**src/rtl/mul32_booth_seq_pkg.sv**
```systemverilog
// Shared types and constants for the iterative radix-4 Booth multiplier.
package mul_pkg;

    localparam int unsigned MUL_WIDTH = 32;
    localparam int unsigned MUL_ITERS = (MUL_WIDTH + 2) / 2;

    localparam logic [1:0] IDLE = 2'd0;
    localparam logic [1:0] BUSY = 2'd1;
    localparam logic [1:0] DONE = 2'd2;

    typedef enum logic [2:0] {
        PP_ZERO,
        PP_POS1,
        PP_POS2,
        PP_NEG1,
        PP_NEG2
    } pp_sel_e;

    // Window is {b[2i+1], b[2i], b[2i-1]}.
    function automatic pp_sel_e booth_sel(input logic [2:0] win);
        pp_sel_e sel;
        unique case (win)
            3'b001, 3'b010: sel = PP_POS1;
            3'b011:         sel = PP_POS2;
            3'b100:         sel = PP_NEG2;
            3'b101, 3'b110: sel = PP_NEG1;
            default:        sel = PP_ZERO;
        endcase
        return sel;
    endfunction

endpackage

```
**src/rtl/mul32_booth_seq_if.sv**
```systemverilog
// Issue/result interface between the reservation station and the multiply unit.
interface mul32_booth_seq_if;
    import mul_pkg::*;

    logic                 in_en;
    logic [MUL_WIDTH-1:0] a;
    logic [MUL_WIDTH-1:0] b;
    logic                 a_signed;
    logic                 b_signed;
    logic                 out_en;
    logic                 idle;
    logic [MUL_WIDTH-1:0] sum_hi;
    logic [MUL_WIDTH-1:0] sum_lo;

    modport master (
        output in_en, a, b, a_signed, b_signed,
        input  out_en, idle, sum_hi, sum_lo
    );

    modport slave (
        input  in_en, a, b, a_signed, b_signed,
        output out_en, idle, sum_hi, sum_lo
    );

endinterface

```
**src/rtl/mul32_booth_seq_booth_r4_pp.sv**
```systemverilog
// Radix-4 Booth partial-product generator: selects 0, +-ea or +-2ea from a 3-bit window.
module booth_r4_pp
    import mul_pkg::*;
(
    input  logic [2:0]           win_i,
    input  logic [MUL_WIDTH:0]   ea_i,
    output logic [MUL_WIDTH+2:0] pp_o
);

    logic [MUL_WIDTH+2:0] ea1;
    logic [MUL_WIDTH+2:0] ea2;

    assign ea1 = {{2{ea_i[MUL_WIDTH]}}, ea_i};
    assign ea2 = {ea_i[MUL_WIDTH], ea_i, 1'b0};

    always_comb begin
        pp_o = '0;
        unique case (booth_sel(win_i))
            PP_POS1: pp_o = ea1;
            PP_POS2: pp_o = ea2;
            PP_NEG1: pp_o = -ea1;
            PP_NEG2: pp_o = -ea2;
            default: pp_o = '0;
        endcase
    end

endmodule

```
**src/rtl/mul32_booth_seq.sv**
```systemverilog
// Iterative radix-4 Booth multiplier, 32x32 -> 64, one Booth digit per cycle.
module mul32_booth_seq
    import mul_pkg::*;
(
    input  logic                clk,
    input  logic                rst,
    mul32_booth_seq_if.slave    bus
);

    localparam int unsigned EW = MUL_WIDTH + 1;
    localparam int unsigned MW = MUL_WIDTH + 3;
    localparam int unsigned AW = 2 * MUL_WIDTH + 4;
    localparam int unsigned CW = 5;
    localparam logic [CW-1:0] LastIter = CW'(MUL_ITERS - 1);

    logic [1:0]           state_q, state_d;
    logic [CW-1:0]        cnt_q, cnt_d;
    logic [EW-1:0]        ea_q, ea_d;
    logic [MW-1:0]        mr_q, mr_d;
    logic [AW-1:0]        acc_q, acc_d;
    logic                 out_en_q, out_en_d;
    logic [MUL_WIDTH-1:0] sum_hi_q, sum_hi_d;
    logic [MUL_WIDTH-1:0] sum_lo_q, sum_lo_d;

    logic [EW-1:0]        ea_in;
    logic [EW-1:0]        eb_in;
    logic [MW-1:0]        pp;
    logic signed [AW+1:0] acc_wide;
    logic [AW-1:0]        acc_next;

    assign ea_in = {bus.a_signed & bus.a[MUL_WIDTH-1], bus.a};
    assign eb_in = {bus.b_signed & bus.b[MUL_WIDTH-1], bus.b};

    booth_r4_pp u_pp (
        .win_i (mr_q[2:0]),
        .ea_i  (ea_q),
        .pp_o  (pp)
    );

    // Partial product enters at weight 2^34, then the whole accumulator shifts down a digit.
    assign acc_wide = $signed({{2{acc_q[AW-1]}}, acc_q})
                    + $signed({pp[MW-1], pp, 34'b0});
    assign acc_next = AW'(acc_wide >>> 2);

    always_comb begin
        state_d  = state_q;
        cnt_d    = cnt_q;
        ea_d     = ea_q;
        mr_d     = mr_q;
        acc_d    = acc_q;
        out_en_d = 1'b0;
        sum_hi_d = sum_hi_q;
        sum_lo_d = sum_lo_q;
        unique case (state_q)
            IDLE: begin
                if (bus.in_en) begin
                    ea_d    = ea_in;
                    mr_d    = {eb_in[EW-1], eb_in, 1'b0};
                    acc_d   = '0;
                    cnt_d   = '0;
                    state_d = BUSY;
                end
            end
            BUSY: begin
                acc_d = acc_next;
                mr_d  = {{2{mr_q[MW-1]}}, mr_q[MW-1:2]};
                cnt_d = cnt_q + 1'b1;
                if (cnt_q == LastIter) begin
                    state_d  = DONE;
                    out_en_d = 1'b1;
                    sum_hi_d = acc_next[2*MUL_WIDTH-1:MUL_WIDTH];
                    sum_lo_d = acc_next[MUL_WIDTH-1:0];
                end
            end
            DONE:    state_d = IDLE;
            default: state_d = IDLE;
        endcase
    end

    always_ff @(posedge clk) begin
        if (rst) begin
            state_q  <= IDLE;
            cnt_q    <= '0;
            ea_q     <= '0;
            mr_q     <= '0;
            acc_q    <= '0;
            out_en_q <= 1'b0;
            sum_hi_q <= '0;
            sum_lo_q <= '0;
        end else begin
            state_q  <= state_d;
            cnt_q    <= cnt_d;
            ea_q     <= ea_d;
            mr_q     <= mr_d;
            acc_q    <= acc_d;
            out_en_q <= out_en_d;
            sum_hi_q <= sum_hi_d;
            sum_lo_q <= sum_lo_d;
        end
    end

    // Drops combinationally with in_en so a same-edge issuer cannot double-issue.
    assign bus.idle   = (state_q == IDLE) && !bus.in_en;
    assign bus.out_en = out_en_q;
    assign bus.sum_hi = sum_hi_q;
    assign bus.sum_lo = sum_lo_q;

endmodule

```
**src/flat_wrapper.sv**
```systemverilog
// flat-port wrapper written by rule: the top's interface ports become plain ports
module mul32_booth_seq_flat import mul_pkg::*;
  (clk, rst, bus_in_en, bus_a, bus_b, bus_a_signed, bus_b_signed, bus_out_en, bus_idle, bus_sum_hi, bus_sum_lo);
  mul32_booth_seq_if bus_i ();
  input  logic clk;
  input  logic rst;
  input wire logic [$bits(bus_i.in_en)-1:0] bus_in_en;
  input wire logic [$bits(bus_i.a)-1:0] bus_a;
  input wire logic [$bits(bus_i.b)-1:0] bus_b;
  input wire logic [$bits(bus_i.a_signed)-1:0] bus_a_signed;
  input wire logic [$bits(bus_i.b_signed)-1:0] bus_b_signed;
  output wire logic [$bits(bus_i.out_en)-1:0] bus_out_en;
  output wire logic [$bits(bus_i.idle)-1:0] bus_idle;
  output wire logic [$bits(bus_i.sum_hi)-1:0] bus_sum_hi;
  output wire logic [$bits(bus_i.sum_lo)-1:0] bus_sum_lo;
  assign bus_i.in_en = bus_in_en;
  assign bus_i.a = bus_a;
  assign bus_i.b = bus_b;
  assign bus_i.a_signed = bus_a_signed;
  assign bus_i.b_signed = bus_b_signed;
  assign bus_out_en = bus_i.out_en;
  assign bus_idle = bus_i.idle;
  assign bus_sum_hi = bus_i.sum_hi;
  assign bus_sum_lo = bus_i.sum_lo;
  mul32_booth_seq u_core (.clk(clk), .rst(rst), .bus(bus_i));
endmodule
```
**config.mk**
```make
export PLATFORM = sky130hd
export DESIGN_NAME = mul32_booth_seq_flat
export DESIGN_NICKNAME = d
export VERILOG_FILES = /design/src/rtl/mul32_booth_seq_pkg.sv /design/src/rtl/mul32_booth_seq_if.sv /design/src/rtl/mul32_booth_seq_booth_r4_pp.sv /design/src/rtl/mul32_booth_seq.sv /design/src/flat_wrapper.sv
export SDC_FILE = /design/constraint.sdc
export NUM_CORES = 1
export LEC_CHECK = 0
export BUFFER_PORTS_ARGS = -buffer_cell sky130_fd_sc_hd__buf_4
export CAP_MARGIN = 30
export CORE_MARGIN = 3
export CORE_UTILIZATION = 59
export DETAILED_ROUTE_END_ITERATION = 8
export PLACE_DENSITY = 0.81
export SYNTH_ARGS = -nofsm -noshare
export SYNTH_HDL_FRONTEND = slang
export SYNTH_SLANG_ARGS = --single-unit
```
**constraint.sdc**
```tcl
create_clock -name clk -period 6.2 [get_ports clk]
set_input_delay 0.93 -clock clk [delete_from_list [all_inputs] [get_ports clk]]
set_output_delay 0.93 -clock clk [all_outputs]
set_load 0.02 [all_outputs]
```
# After elaboration in Yosys (flattened, before gate mapping)
# Index checks and enable logic that the tools add are counted.
totals:
  regBits: 208
  inputBits: 69
  output_inout_bits: 66
  wordCells: 54
classes:
  addsub: 4
  eq_ne: 14
  mux: 12
  bitwise_logic: 3
  n_reduce_logical: 12
op_table:
  columns: ["operator", "count"]
  rows:
  - ["35-bit case mux with 4 select lines", 1]
  - ["68-bit case mux with 2 select lines", 1]
  - ["68-bit by 69-bit adder with 70-bit output", 1]
  - ["35-bit negator", 2]
  - ["35-bit case mux with 2 select lines", 1]
  - ["68-bit two-way mux", 1]
  - ["35-bit two-way mux", 1]
  - ["3-bit by 2-bit == test with 1-bit output (second input constant)", 4]
  - ["3-bit == test (second input constant)", 4]
  - ["3-bit case mux with 4 select lines", 1]
  - ["5-bit case mux with 2 select lines", 1]
  - ["2-bit AND reduction", 4]
  - ["3-bit by 1-bit == test with 1-bit output (second input constant)", 2]
  - ["2-bit OR reduction", 3]
  - ["5-bit by 1-bit adder with 5-bit output (second input constant)", 1]
  - ["5-bit == test (second input constant)", 1]
  - ["5-bit two-way mux", 1]
  - ["2-bit two-way mux", 2]
  - ["2-bit case mux with 2 select lines", 1]
  - ["3-bit AND reduction", 1]
  - ["1-bit AND", 2]
  - ["2-bit by 1-bit == test with 1-bit output (second input constant)", 1]
  - ["2-bit zero test", 1]
  - ["2-bit by 1-bit != test with 1-bit output (second input constant)", 1]
  - ["other kinds (6)", 6]

# Logic depth before layout (Yosys ltp)
# Gate-level depths: netlist of the first run.
depth:
  ltp_word: 7
  mapped_depth: 22
  depth_no_buf: 20

# Hierarchy
# From an unflattened synthesis of the first run, not the netlist that was laid out.
hier_totals:
  hier_cells: 1519
  area_unflattened_um2: 11413.4
modules_own_cells:
  columns: ["mod", "instances", "cells_per_inst", "area_each_um2", "seq_area_each_um2"]
  rows:
  - ["mul32_booth_seq", 1, 1182, 9298.9, 4124.0]
  - ["booth_r4_pp", 1, 337, 2114.5, 0.0]

# Worst setup path before layout of the first run
# No wires, ideal clock.
synth_path:
  path_kind: "flip-flop to flip-flop"
  start: "register u_core.ea_q[11]"
  end: "register u_core.acc_q[63]"
  setup_time_ns: 0.117
  t_arrival_ns: 4.310
  required_ns: 6.083
  path_slack_ns: 1.772
  path_stages_with_launch: 20
  n_path_buf: 2
  period_less_slack_ns: 4.428
  path_cell_list: "dfxtp_1 -> clkbuf_1 -> or2_2 -> nor4_2 -> nand3b_1 -> or4_1 -> nand2_1 -> xnor2_1 -> a221oi_1 -> a31oi_1 -> ha_1 -> clkbuf_1 -> nand4_1 -> or3_1 -> a211o_1 -> a31oi_1 -> o21ai_1 -> a31oi_1 -> o21ai_0 -> a32o_1"
synth_via:
  elab_chain_len: 4
  elab_cells_between_ends: 5
  cone_classes: "add/sub (3); mux (2)"
synth_lines:
  columns: ["element", "line", "source"]
  rows:
  - ["start, declared", "mul32_booth_seq.sv:18", "logic [EW-1:0] ea_q, ea_d;"]
  - ["start signal, assigned", "mul32_booth_seq.sv:84", "ea_q <= '0;"]
  - ["start signal, assigned", "mul32_booth_seq.sv:93", "ea_q <= ea_d;"]
  - ["35-bit negator (on tied branches)", "mul32_booth_seq_booth_r4_pp.sv:21, mul32_booth_seq_booth_r4_pp.sv:22", null]
  - ["35-bit case mux with 4 select lines *", "mul32_booth_seq_booth_r4_pp.sv:18", "unique case (booth_sel(win_i))"]
  - ["68-bit by 69-bit adder with 70-bit output *", "mul32_booth_seq.sv:42", "+ $signed({pp[MW-1], pp, 34'b0});"]
  - ["68-bit case mux with 2 select lines *", "mul32_booth_seq.sv:54", "unique case (state_q)"]
  - ["end signal, assigned", "mul32_booth_seq.sv:86", "acc_q <= '0;"]
  - ["end signal, assigned", "mul32_booth_seq.sv:95", "acc_q <= acc_d;"]
  - ["end, declared", "mul32_booth_seq.sv:20", "logic [AW-1:0] acc_q, acc_d;"]
# Every way passes the cells marked *; elsewhere a longest branch is shown, timed or not.
# A chain may end at the register's enable or synchronous reset.

# Worst setup path after layout of the first run
layout_path:
  start: "register u_core.mr_q[1]"
  end: "register u_core.acc_q[61]"
layout_via:
  elab_chain_len: 7
  elab_cells_between_ends: 16
  cone_classes: "add/sub (1); eq/ne (10); mux (3); reduce/logical (2)"
layout_lines:
  columns: ["element", "line", "source"]
  rows:
  - ["start, declared", "mul32_booth_seq.sv:19", "logic [MW-1:0] mr_q, mr_d;"]
  - ["start signal, assigned", "mul32_booth_seq.sv:94", "mr_q <= mr_d;"]
  - ["3-bit == test, or another cell as far along", "mul32_booth_seq_pkg.sv:22", "unique case (win)"]
  - ["2-bit OR reduction", "mul32_booth_seq_pkg.sv:22", null]
  - ["3-bit case mux with 4 select lines *", "mul32_booth_seq_pkg.sv:22", null]
  - ["3-bit == test, or another cell as far along", "mul32_booth_seq_booth_r4_pp.sv:18", null]
  - ["35-bit case mux with 4 select lines *", "mul32_booth_seq_booth_r4_pp.sv:18", null]
  - ["68-bit by 69-bit adder with 70-bit output *", "mul32_booth_seq.sv:42", null]
  - ["68-bit case mux with 2 select lines *", "mul32_booth_seq.sv:54", null]
# Marks and branches as above.

==> metrics.md, run 1 <==
| Metric | Value |
|---|---|
| Result of the run | finished, violations left |
| Violated checks | design-rule violations |
| Maximum achievable frequency | between 150 and 200 MHz |
| Starting utilization of the core area | about three fifths |
| Start of the worst register-to-register path | u_core.mr_q[1] |
| Post-synthesis compound-gate area fraction | about a quarter |
| Worst Clk Skew | 0.0151 ns |
| Setup slack of the worst register-to-register path | about 1.1 ns |
| Placed wire-length estimate | 20600 um |
| CTS tree | yes |
| Setup TNS | 0 ns |
| CTS hold repair buffers | 0 |
| Post-synth EDFFs | 0 |
| Cells along the critical path | inv_2 > nor2_1 > nand2_1 > nand2_1 > a22oi_1 > o21ai_0 > ha_1 > a21o_1 > a21oi_1 > a21oi_1 > o211ai_1 > a31oi_1 > a21oi_1 > o221a_2 > xnor2_1 > a22o_1 |
| Final number of max-transition violations | 0 |
| Post-Synthesis Net Count | ~1600 |
| Total wire length after detailed routing | between 30000 and 40000 um |
| Kind of cell with the highest combined delay on the critical path | compound AO/OA/AOI/OAI gates |
| Unrepaired setup endpoints after global routing | no |
| Critical path startpoint category | register |
| Data required time at the worst endpoint | between 6 and 7 ns |
| Max Root-Sink Buffers | 3 |
| Min cycle time layout | 5.08 ns |
| Worst hold path cell count | 2 |
| Final Setup Violations | 0 |
| Number of clock sinks | between 200 and 250 |
| H-tree level count | 1 |
| Core occupancy in the finished layout | a little over two thirds |
| Chip width | ~140 um |
| Placement row count | 49 |
| Async set or reset register ratio after synthesis | 0% |
| Worst path most repeated cell | sky130_fd_sc_hd__a21oi_1 |
| Io pins | 135 |
| Post-route DRC violation count | 1 |
| Static leakage power | 5.17 nW |
| Type of element capturing the critical path | register |
| Slack of the critical path | 1.12 ns |
| Wire length of the first global-routing pass | around 50000 um |
| Count of non-filler cells in the finished layout | 1815 |
| Share of the yosys chip area belonging to registers | between 30 and 40% |
| Mux cell area share after synthesis | less than 1% |
| Post-CTS setup buffer count | 0 |
| Remaining antenna violation count | 0 |
| Total GRT Usage | between 20% and 30% |
| Number of buffers inserted by port buffering | 134 |
| Max VDD drop | about 200 uV |
| Launch instance of the worst min-delay path | u_core.bus.sum_lo[16] |
| Final hold violation count | 0 |
| Max-Cap Viols | 0 |
| P per Cell Area | about 260 nW/um^2 |
| Area added between synthesis and finish | 15.4% |
| Worst Setup Slack post-DPL | around 1.3 ns |
| Violation count after the first detailed-routing iteration | around 910 |
| Layout Nets | approximately 1700 |
| Number of global-route vias before repair | roughly 10000 |
| Cell at the root of the clock tree | sky130_fd_sc_hd__clkbuf_16 |
| Final routed wire length divided by cell count | between 15 and 20 um |
| Stage delay of the slowest cell on the critical path | ~0.78 ns |
| Worst setup path class | reg2reg |
| Placed Instances | 1776 |
| Via density | 6.12 |
| Syn Area/Cell | between 7 and 8 um^2 |
| Largest family of logic cells by synthesized area | simple AND/OR/NAND/NOR gates |
| Layout cells sized above 1 | a little over an eighth |
| Slowest cell on the critical path | sky130_fd_sc_hd__dfxtp_1 |
| Reg clk slew, reported paths | approximately 0.06 ns |
| Worst slew margin relative to its limit | between 30% and 40% |
| Share of the clock period used by the worst path | approximately four fifths |
| Initial antenna violation count | 0 |
| Antenna diode instance count | 0 |
| Post-Synth Simple-Gate Area | between 20% and 30% |
| Core area | around 18000 um^2 |
| Yosys Warn Count | 0 |
| Hold-critical path endpoint | u_core.bus.sum_lo[16] |
| Die Footprint | approximately 21000 um^2 |
| WP data arrival | ~5.5 ns |
| Pre-antenna DRT Iters | 8 |
| Adder-cell share of the synthesized area | under 10% |
| Number of vias in the routed layout | between 10000 and 15000 |
| Cells after Synth | about 1500 |
| Die Span Y | 144 um |
| Total overflow reported by the global router | 0 |
| Largest fanout of any net on the critical path | 17 |
| Gpl congestion | ~0.97 |
| Flops & latches, synth | slightly above 200 |
| Cell Area, Synth | 11200 um^2 |
| TritonCTS Buffers | 23 |
| Clock Latency Late Sink | between 0.5 and 0.6 ns |
| Pin count of the biggest net entering global routing | between 90 and 100 |
| Count of cell types in the netlist | 67 |
| Worst r2r dst | u_core.acc_q[61] |
| Quantity of gates resized following cts | 0 |
| Type of the most critical hold path | reg2reg |
| Worst Tran Pin Value | 0.991 ns |
| Synth Flop Type | sky130_fd_sc_hd__dfxtp_1 |
| Buffer and inverter count on the worst path | 1 |
| Xor-xnor portion of the synthesized cell area | under 10% |
| Worst R2R Path Depth | 16 |
-- tightest hold or removal path: stages, from the launching register on --
cell and delay [ns]:
sky130_fd_sc_hd__dfxtp_1 0.31, sky130_fd_sc_hd__nand2_1 0.05, sky130_fd_sc_hd__a21oi_1 0.05
-- power breakdown --
group | total, mW | internal [mW] | switching [mW]
registers | 1.43 | 1.37 | 0.0514
clock network | 1.33 | 0.794 | 0.536
logic | 0.640 | 0.231 | 0.409
-- cell usage after synthesis, drive strengths merged, types with 2 or more instances --
| library cell | instances | share of area (%) |
|---|---|---|
| o21ai | 64 | 2.8 |
| o31ai | 6 | 0.40 |
| dfxtp | 206 | 37 |
| or3 | 12 | 0.71 |
| clkbuf | 113 | 3.8 |
| a211oi | 8 | 0.53 |
| o22ai | 3 | 0.17 |
| buf | 16 | 0.70 |
| xnor2 | 48 | 3.7 |
| and2 | 7 | 0.39 |
| inv | 14 | 0.47 |
| and3 | 4 | 0.22 |
| o21a | 2 | 0.13 |
| a22oi | 23 | 1.6 |
| xor2 | 17 | 1.3 |
| o221ai | 4 | 0.31 |
| or2 | 7 | 0.39 |
| a221oi | 2 | 0.16 |
| nor2b | 5 | 0.28 |
| nand4 | 10 | 0.56 |
| a311oi | 31 | 2.4 |
| ha | 38 | 4.2 |
| or4 | 5 | 0.33 |
| o211ai | 7 | 0.47 |
| a21oi | 197 | 8.8 |
| a21o | 26 | 1.7 |
| a32oi | 5 | 0.39 |
| o311ai | 2 | 0.16 |
| nand3b | 4 | 0.27 |
| a31oi | 13 | 0.72 |
| a22o | 18 | 1.4 |
| nand2b | 11 | 0.61 |
| o21bai | 4 | 0.27 |
| nand2 | 362 | 12 |
| nor4 | 11 | 0.91 |
| nor3 | 33 | 1.6 |
| nor2 | 100 | 3.3 |
| nand3 | 65 | 2.9 |
| a211o | 3 | 0.23 |
| o31a | 2 | 0.16 |
| a311o | 4 | 0.36 |
-- cell type report --
cell class	instances	area, um^2
clock buffer	32	669
clock inverter	6	73.8
fill	1509	5350
inverter	14	52.6
multi-input combinational	1176	6600
sequential	206	4120
tap	229	287
timing repair buffer	152	1170
-- registers in the layout (all words and copies together), names as in the netlist --
signal,count
u_core.state_q,2
u_core.ea_q,33
u_core.mr_q,35
u_core.bus.sum_hi,32
u_core.bus.sum_lo,32
u_core.cnt_q,5
u_core.bus.out_en,1
u_core.acc_q,66
-- layer usage --
| layer | track usage, % | wire length [um] |
|---|---|---|
| met2 | 48.7 | 14700 |
| met4 | 10.8 | 1140 |
| met5 | 0 | 0 |
| met1 | 38.0 | 12800 |
| met3 | 3.74 | 1980 |
-- placed cells by master (no fill, tap or decap), types with 5 or more instances in the layout --
| cell type | instances |
|---|---|
| sky130_fd_sc_hd__nor2_1 | 98 |
| sky130_fd_sc_hd__buf_4 | 149 |
| sky130_fd_sc_hd__clkbuf_8 | 6 |
| sky130_fd_sc_hd__a21o_1 | 26 |
| sky130_fd_sc_hd__dfxtp_1 | 206 |
| sky130_fd_sc_hd__o21ai_1 | 5 |
| sky130_fd_sc_hd__o31ai_1 | 6 |
| sky130_fd_sc_hd__o211ai_1 | 7 |
| sky130_fd_sc_hd__or4_1 | 5 |
| sky130_fd_sc_hd__nand4_1 | 10 |
| sky130_fd_sc_hd__nand2_1 | 361 |
| sky130_fd_sc_hd__xor2_1 | 17 |
| sky130_fd_sc_hd__a22o_1 | 18 |
| sky130_fd_sc_hd__a211oi_1 | 8 |
| sky130_fd_sc_hd__nor3_1 | 30 |
| sky130_fd_sc_hd__xnor2_1 | 48 |
| sky130_fd_sc_hd__clkbuf_16 | 23 |
| sky130_fd_sc_hd__a32oi_1 | 5 |
| sky130_fd_sc_hd__nand3_1 | 65 |
| sky130_fd_sc_hd__inv_1 | 13 |
| sky130_fd_sc_hd__or2_2 | 6 |
| sky130_fd_sc_hd__a21oi_1 | 197 |
| sky130_fd_sc_hd__a22oi_1 | 22 |
| sky130_fd_sc_hd__o21ai_0 | 59 |
| sky130_fd_sc_hd__nor4_1 | 7 |
| sky130_fd_sc_hd__or3_1 | 11 |
| sky130_fd_sc_hd__and2_1 | 6 |
| sky130_fd_sc_hd__a31oi_1 | 13 |
| sky130_fd_sc_hd__a311oi_1 | 31 |
| sky130_fd_sc_hd__ha_1 | 38 |
| sky130_fd_sc_hd__nand2b_1 | 10 |
-- metrics by stage --
step / cell area [um^2] / hold slack, ns / total power, mW
3_3_place_gp: 12200 / 0.440 / 2.07
5_1_grt: 13000 / 0.475 / 3.54
2_1_floorplan: 11200 / 0.428 / 1.90
6_report: 13000 / 0.454 / 3.40
3_5_place_dp: 12200 / 0.447 / 2.08
4_1_cts: 13000 / 0.455 / 3.40
-- cells by family (layout without fill, tap and decap cells) --
family | count (synthesis) | in the layout
flip-flops | 206 | 206
adder cells (fa/ha/maj) | 39 | 39
AO/OA/AOI/OAI | 433 | 433
XOR/XNOR | 65 | 65
buffers and inverters | 144 | 204
multiplexers | 1 | 1
AND/OR/NAND/NOR | 638 | 638
-- how the worst max path moves through the flow --
stage                    start               endpoint  slack (ns)  cells past startpoint
4_1_cts         u_core.ea_q[0]  u_core.bus.sum_hi[26]        1.22                     19
2_1_floorplan  u_core.ea_q[11]       u_core.acc_q[63]        1.77                     19
5_1_grt         u_core.mr_q[1]       u_core.acc_q[61]        0.77                     16
3_5_place_dp    u_core.ea_q[0]       u_core.acc_q[66]        1.25                     19
6_report        u_core.mr_q[1]       u_core.acc_q[61]        1.12                     16
3_3_place_gp    u_core.mr_q[1]       u_core.acc_q[61]        1.26                     16
Note: power is estimated with default switching activity, not from simulation.
==> run 2: changes to the inputs <==
==> constraint.sdc (replaced) <==
create_clock -name clk -period 5.1 [get_ports clk]
set_input_delay 0.765 -clock clk [delete_from_list [all_inputs] [get_ports clk]]
set_output_delay 0.765 -clock clk [all_outputs]
set_load 0.02 [all_outputs]
==> run 2 against run 1 <==
Against the previous run: the flow now finishes without violations; sequential cell count unchanged; die area unchanged; clock-buffer cell count increased by 1; setup slack worse by 0.85 ns; clock power grew 23%; hold slack improved by 0.00059 ns; first-iteration DRC count is 1.5% lower; wire length fell by 0.10%; clock skew is 0.0039 ns higher; global-route usage down 0.53 points; via count hardly changed; maximum frequency rose by 5.1%; critical endpoint is now u_core.acc_q[66]; largest power group unchanged.
==> metrics.md, run 2 (same netlist as run 1, synthesis figures left out) <==
| Metric | Value |
|---|---|
| Result of the run | completed |
| Flip-flop count of the largest register, all copies and words added | 66 |
| Max Root-Sink Buffers | 3 |
| Post-route total power | 4.15 mW |
| WP data arrival | about 5.3 ns |
| CTS tree | yes |
| Total GRT Usage | between 20% and 30% |
| Cells along the critical path | or4_4 > nor4_4 > nand3b_1 > buf_4 > nor3_1 > nand2b_1 > xnor2_1 > a21oi_1 > nor2_1 > a311o_1 > ha_2 > nand3_1 > or3_1 > o31a_1 > o311ai_0 > a21oi_1 > xnor2_1 > a22o_1 |
| TritonCTS Buffers | 22 |
| Final routed wire length divided by cell count | 16.7 um |
| Met3 GRT Util | ~4.0% |
| Unrepaired setup endpoints after global routing | no |
| Setup TNS | 0 ns |
| Placement row count | between 40 and 50 |
| Pre-antenna DRT Iters | 5 |
| Launch instance of the worst min-delay path | u_core.bus.sum_lo[7] |
| Max VDD drop | approximately 320 uV |
| Area added between synthesis and finish | 16.2% |
| Io pins | 135 |
| Stage delay of the slowest cell on the critical path | between 0.5 and 0.6 ns |
| Share of the clock period used by the worst path | 94.8% |
| Placed wire-length estimate | between 20000 and 25000 um |
| Start of the worst register-to-register path | u_core.ea_q[0] |
| Worst setup path class | reg2reg |
| Final number of max-transition violations | 0 |
| Starting utilization of the core area | 61.3% |
| Worst r2r dst | u_core.acc_q[66] |
| Die Footprint | ~21000 um^2 |
| Hold-critical path endpoint | u_core.bus.sum_lo[7] |
| Buffer and inverter count on the worst path | 1 |
| Kind of cell with the highest combined delay on the critical path | simple AND/OR/NAND/NOR gates |
| Biggest registers after layout | u_core.acc_q: 66 flops, u_core.mr_q: 35 flops, u_core.ea_q: 33 flops |
| Cell at the root of the clock tree | sky130_fd_sc_hd__clkbuf_16 |
| Reg clk slew, reported paths | approximately 0.06 ns |
| Worst Setup Slack post-DPL | around 0.24 ns |
| Pin count of the biggest net entering global routing | ~120 |
| Post-route DRC violation count | 0 |
| Layout cells sized above 1 | ~14% |
| Number of global-route vias before repair | just over 10000 |
| Count of non-filler cells in the finished layout | between 1500 and 2000 |
| Worst Clk Skew | between 0.015 and 0.02 ns |
| Violation count after the first detailed-routing iteration | 895 |
| Critical path startpoint category | register |
| Number of vias in the routed layout | 11100 |
| Number of buffers inserted by port buffering | between 100 and 150 |
| Worst hold path cell count | 2 |
| Setup slack of the worst register-to-register path | about 0.26 ns |
| Placed Instances | around 1800 |
| Remaining antenna violation count | 0 |
| Clock Latency Late Sink | approximately 0.53 ns |
| Commonest non-fill, non-tap cell in the layout | sky130_fd_sc_hd__nand2_1 |
| Core area | ~18000 um^2 |
| Maximum achievable frequency | between 200 and 250 MHz |
| Slack of the critical path | about 0.26 ns |
| Type of the most critical hold path | reg2reg |
| Type of element capturing the critical path | register |
| Total wire length after detailed routing | about 31000 um |
| Grt met2 use | between 40% and 50% |
| Via density | between 6 and 7 |
| Total overflow reported by the global router | 0 |
| Final Setup Violations | 0 |
| Min cycle time layout | a little under 5 ns |
| Worst slew margin relative to its limit | roughly two fifths |
| Slowest cell on the critical path | sky130_fd_sc_hd__or4_4 |
| Number of clock sinks | just over 200 |
| Worst R2R Path Depth | 18 |
| Static leakage power | between 5 and 6 nW |
| H-tree level count | 1 |
| Max-Cap Viols | 0 |
| CTS hold repair buffers | 0 |
| Chip width | ~140 um |
| Antenna diode instance count | 0 |
| Wire length of the first global-routing pass | approximately 50000 um |
| Initial antenna violation count | 0 |
| Worst Tran Pin Value | between 0.9 and 1 ns |
| Met1 usage in global routing | 36.7% |
| Grt peak-use layer | met2 |
| Largest fanout of any net on the critical path | 6 |
| Final hold violation count | 0 |
| Data required time at the worst endpoint | around 5.5 ns |
| Core occupancy in the finished layout | 71.3% |
| Gpl congestion | between 0.9 and 1 |
| Die Span Y | 144 um |
| Largest Register | u_core.acc_q |
| Top library cells by usage in the layout, fill and taps aside | sky130_fd_sc_hd__nand2_1, sky130_fd_sc_hd__dfxtp_1, sky130_fd_sc_hd__a21oi_1, sky130_fd_sc_hd__buf_4, sky130_fd_sc_hd__nor2_1 |
| P per Cell Area | ~320 nW/um^2 |
| Fill count | 1547 |
| Layout Nets | 1687 |
==> run 2: cell types whose count changed in the layout (fill, tap and decap cells not counted), moves of 2 or more <==
cell,before,now
sky130_fd_sc_hd__nor3_2,1,3
sky130_fd_sc_hd__buf_4,149,158
sky130_fd_sc_hd__ha_1,38,33
sky130_fd_sc_hd__nor3_1,30,28
sky130_fd_sc_hd__ha_2,0,5
sky130_fd_sc_hd__a31oi_1,13,11
sky130_fd_sc_hd__a31oi_2,0,2
==> run 2: worst max-delay path by stage <==
stage	depth (start not counted)	endpoint	startpoint	slack, ns
after floorplan	19	u_core.acc_q[63]	u_core.ea_q[11]	0.67
after global placement	17	u_core.acc_q[63]	u_core.ea_q[0]	0.38
after detailed placement	17	u_core.acc_q[63]	u_core.ea_q[0]	0.24
after CTS	17	u_core.acc_q[63]	u_core.ea_q[0]	0.20
after global routing	19	u_core.acc_q[66]	u_core.ea_q[0]	0.006
final	18	u_core.acc_q[66]	u_core.ea_q[0]	0.26
==> run 2: routing by layer <==
| layer | vias up | part of all wire [%] |
|---|---|---|
| met2 | 402 | 48 |
| met1 | 5166 | 42 |
| li1 | 5449 | - |
| met5 | - | 0 |
| met4 | 0 | 4.6 |
| met3 | 91 | 5.6 |
==> run 2: area by class of cell <==
cell class | count | area [um^2] | area share (%)
Sequential cell | 206 | 4120 | 31.6
Timing Repair Buffer | 159 | 1200 | 9.16
Tap cell | 229 | 287 | 2.19
Clock buffer | 33 | 662 | 5.07
Clock inverter | 7 | 88.8 | 0.680
Inverter | 14 | 52.6 | 0.402
Multi-Input combinational cell | 1176 | 6650 | 50.9
==> run 2: what timing repair did <==
| item | CTS | global route |
|---|---|---|
| gates resized for setup | 0 | 13 |
| endpoints found under the hold margin | 0 | 0 |
| endpoints found under the setup margin | 0 | 18 |
| setup buffers | 0 | 3 |
==> run 2: worst register-to-register path: stages, from the launching register on <==
cell and delay [ns]:
sky130_fd_sc_hd__dfxtp_1 0.35, sky130_fd_sc_hd__or4_4 0.57, sky130_fd_sc_hd__nor4_4 0.29, sky130_fd_sc_hd__nand3b_1 0.25, sky130_fd_sc_hd__buf_4 0.21, sky130_fd_sc_hd__nor3_1 0.19
sky130_fd_sc_hd__nand2b_1 0.16, sky130_fd_sc_hd__xnor2_1 0.09, sky130_fd_sc_hd__a21oi_1 0.17, sky130_fd_sc_hd__nor2_1 0.05, sky130_fd_sc_hd__a311o_1 0.36, sky130_fd_sc_hd__ha_2 0.41
sky130_fd_sc_hd__nand3_1 0.15, sky130_fd_sc_hd__or3_1 0.33, sky130_fd_sc_hd__o31a_1 0.35, sky130_fd_sc_hd__o311ai_0 0.33, sky130_fd_sc_hd__a21oi_1 0.14, sky130_fd_sc_hd__xnor2_1 0.14
sky130_fd_sc_hd__a22o_1 0.19
==> run 2: per-stage QoR <==
stage	instance area, um^2	hold slack [ns]
CTS	13000	0.456
global placement	12200	0.441
detailed placement	12200	0.447
floorplan	11200	0.428
finish	13100	0.454
global route	13100	0.470
==> run 2: power breakdown <==
part	internal [mW]	switching, mW	leakage, nW
clock	0.956	0.670	0.372
sequential	1.67	0.0613	1.67
combinational	0.296	0.499	3.15
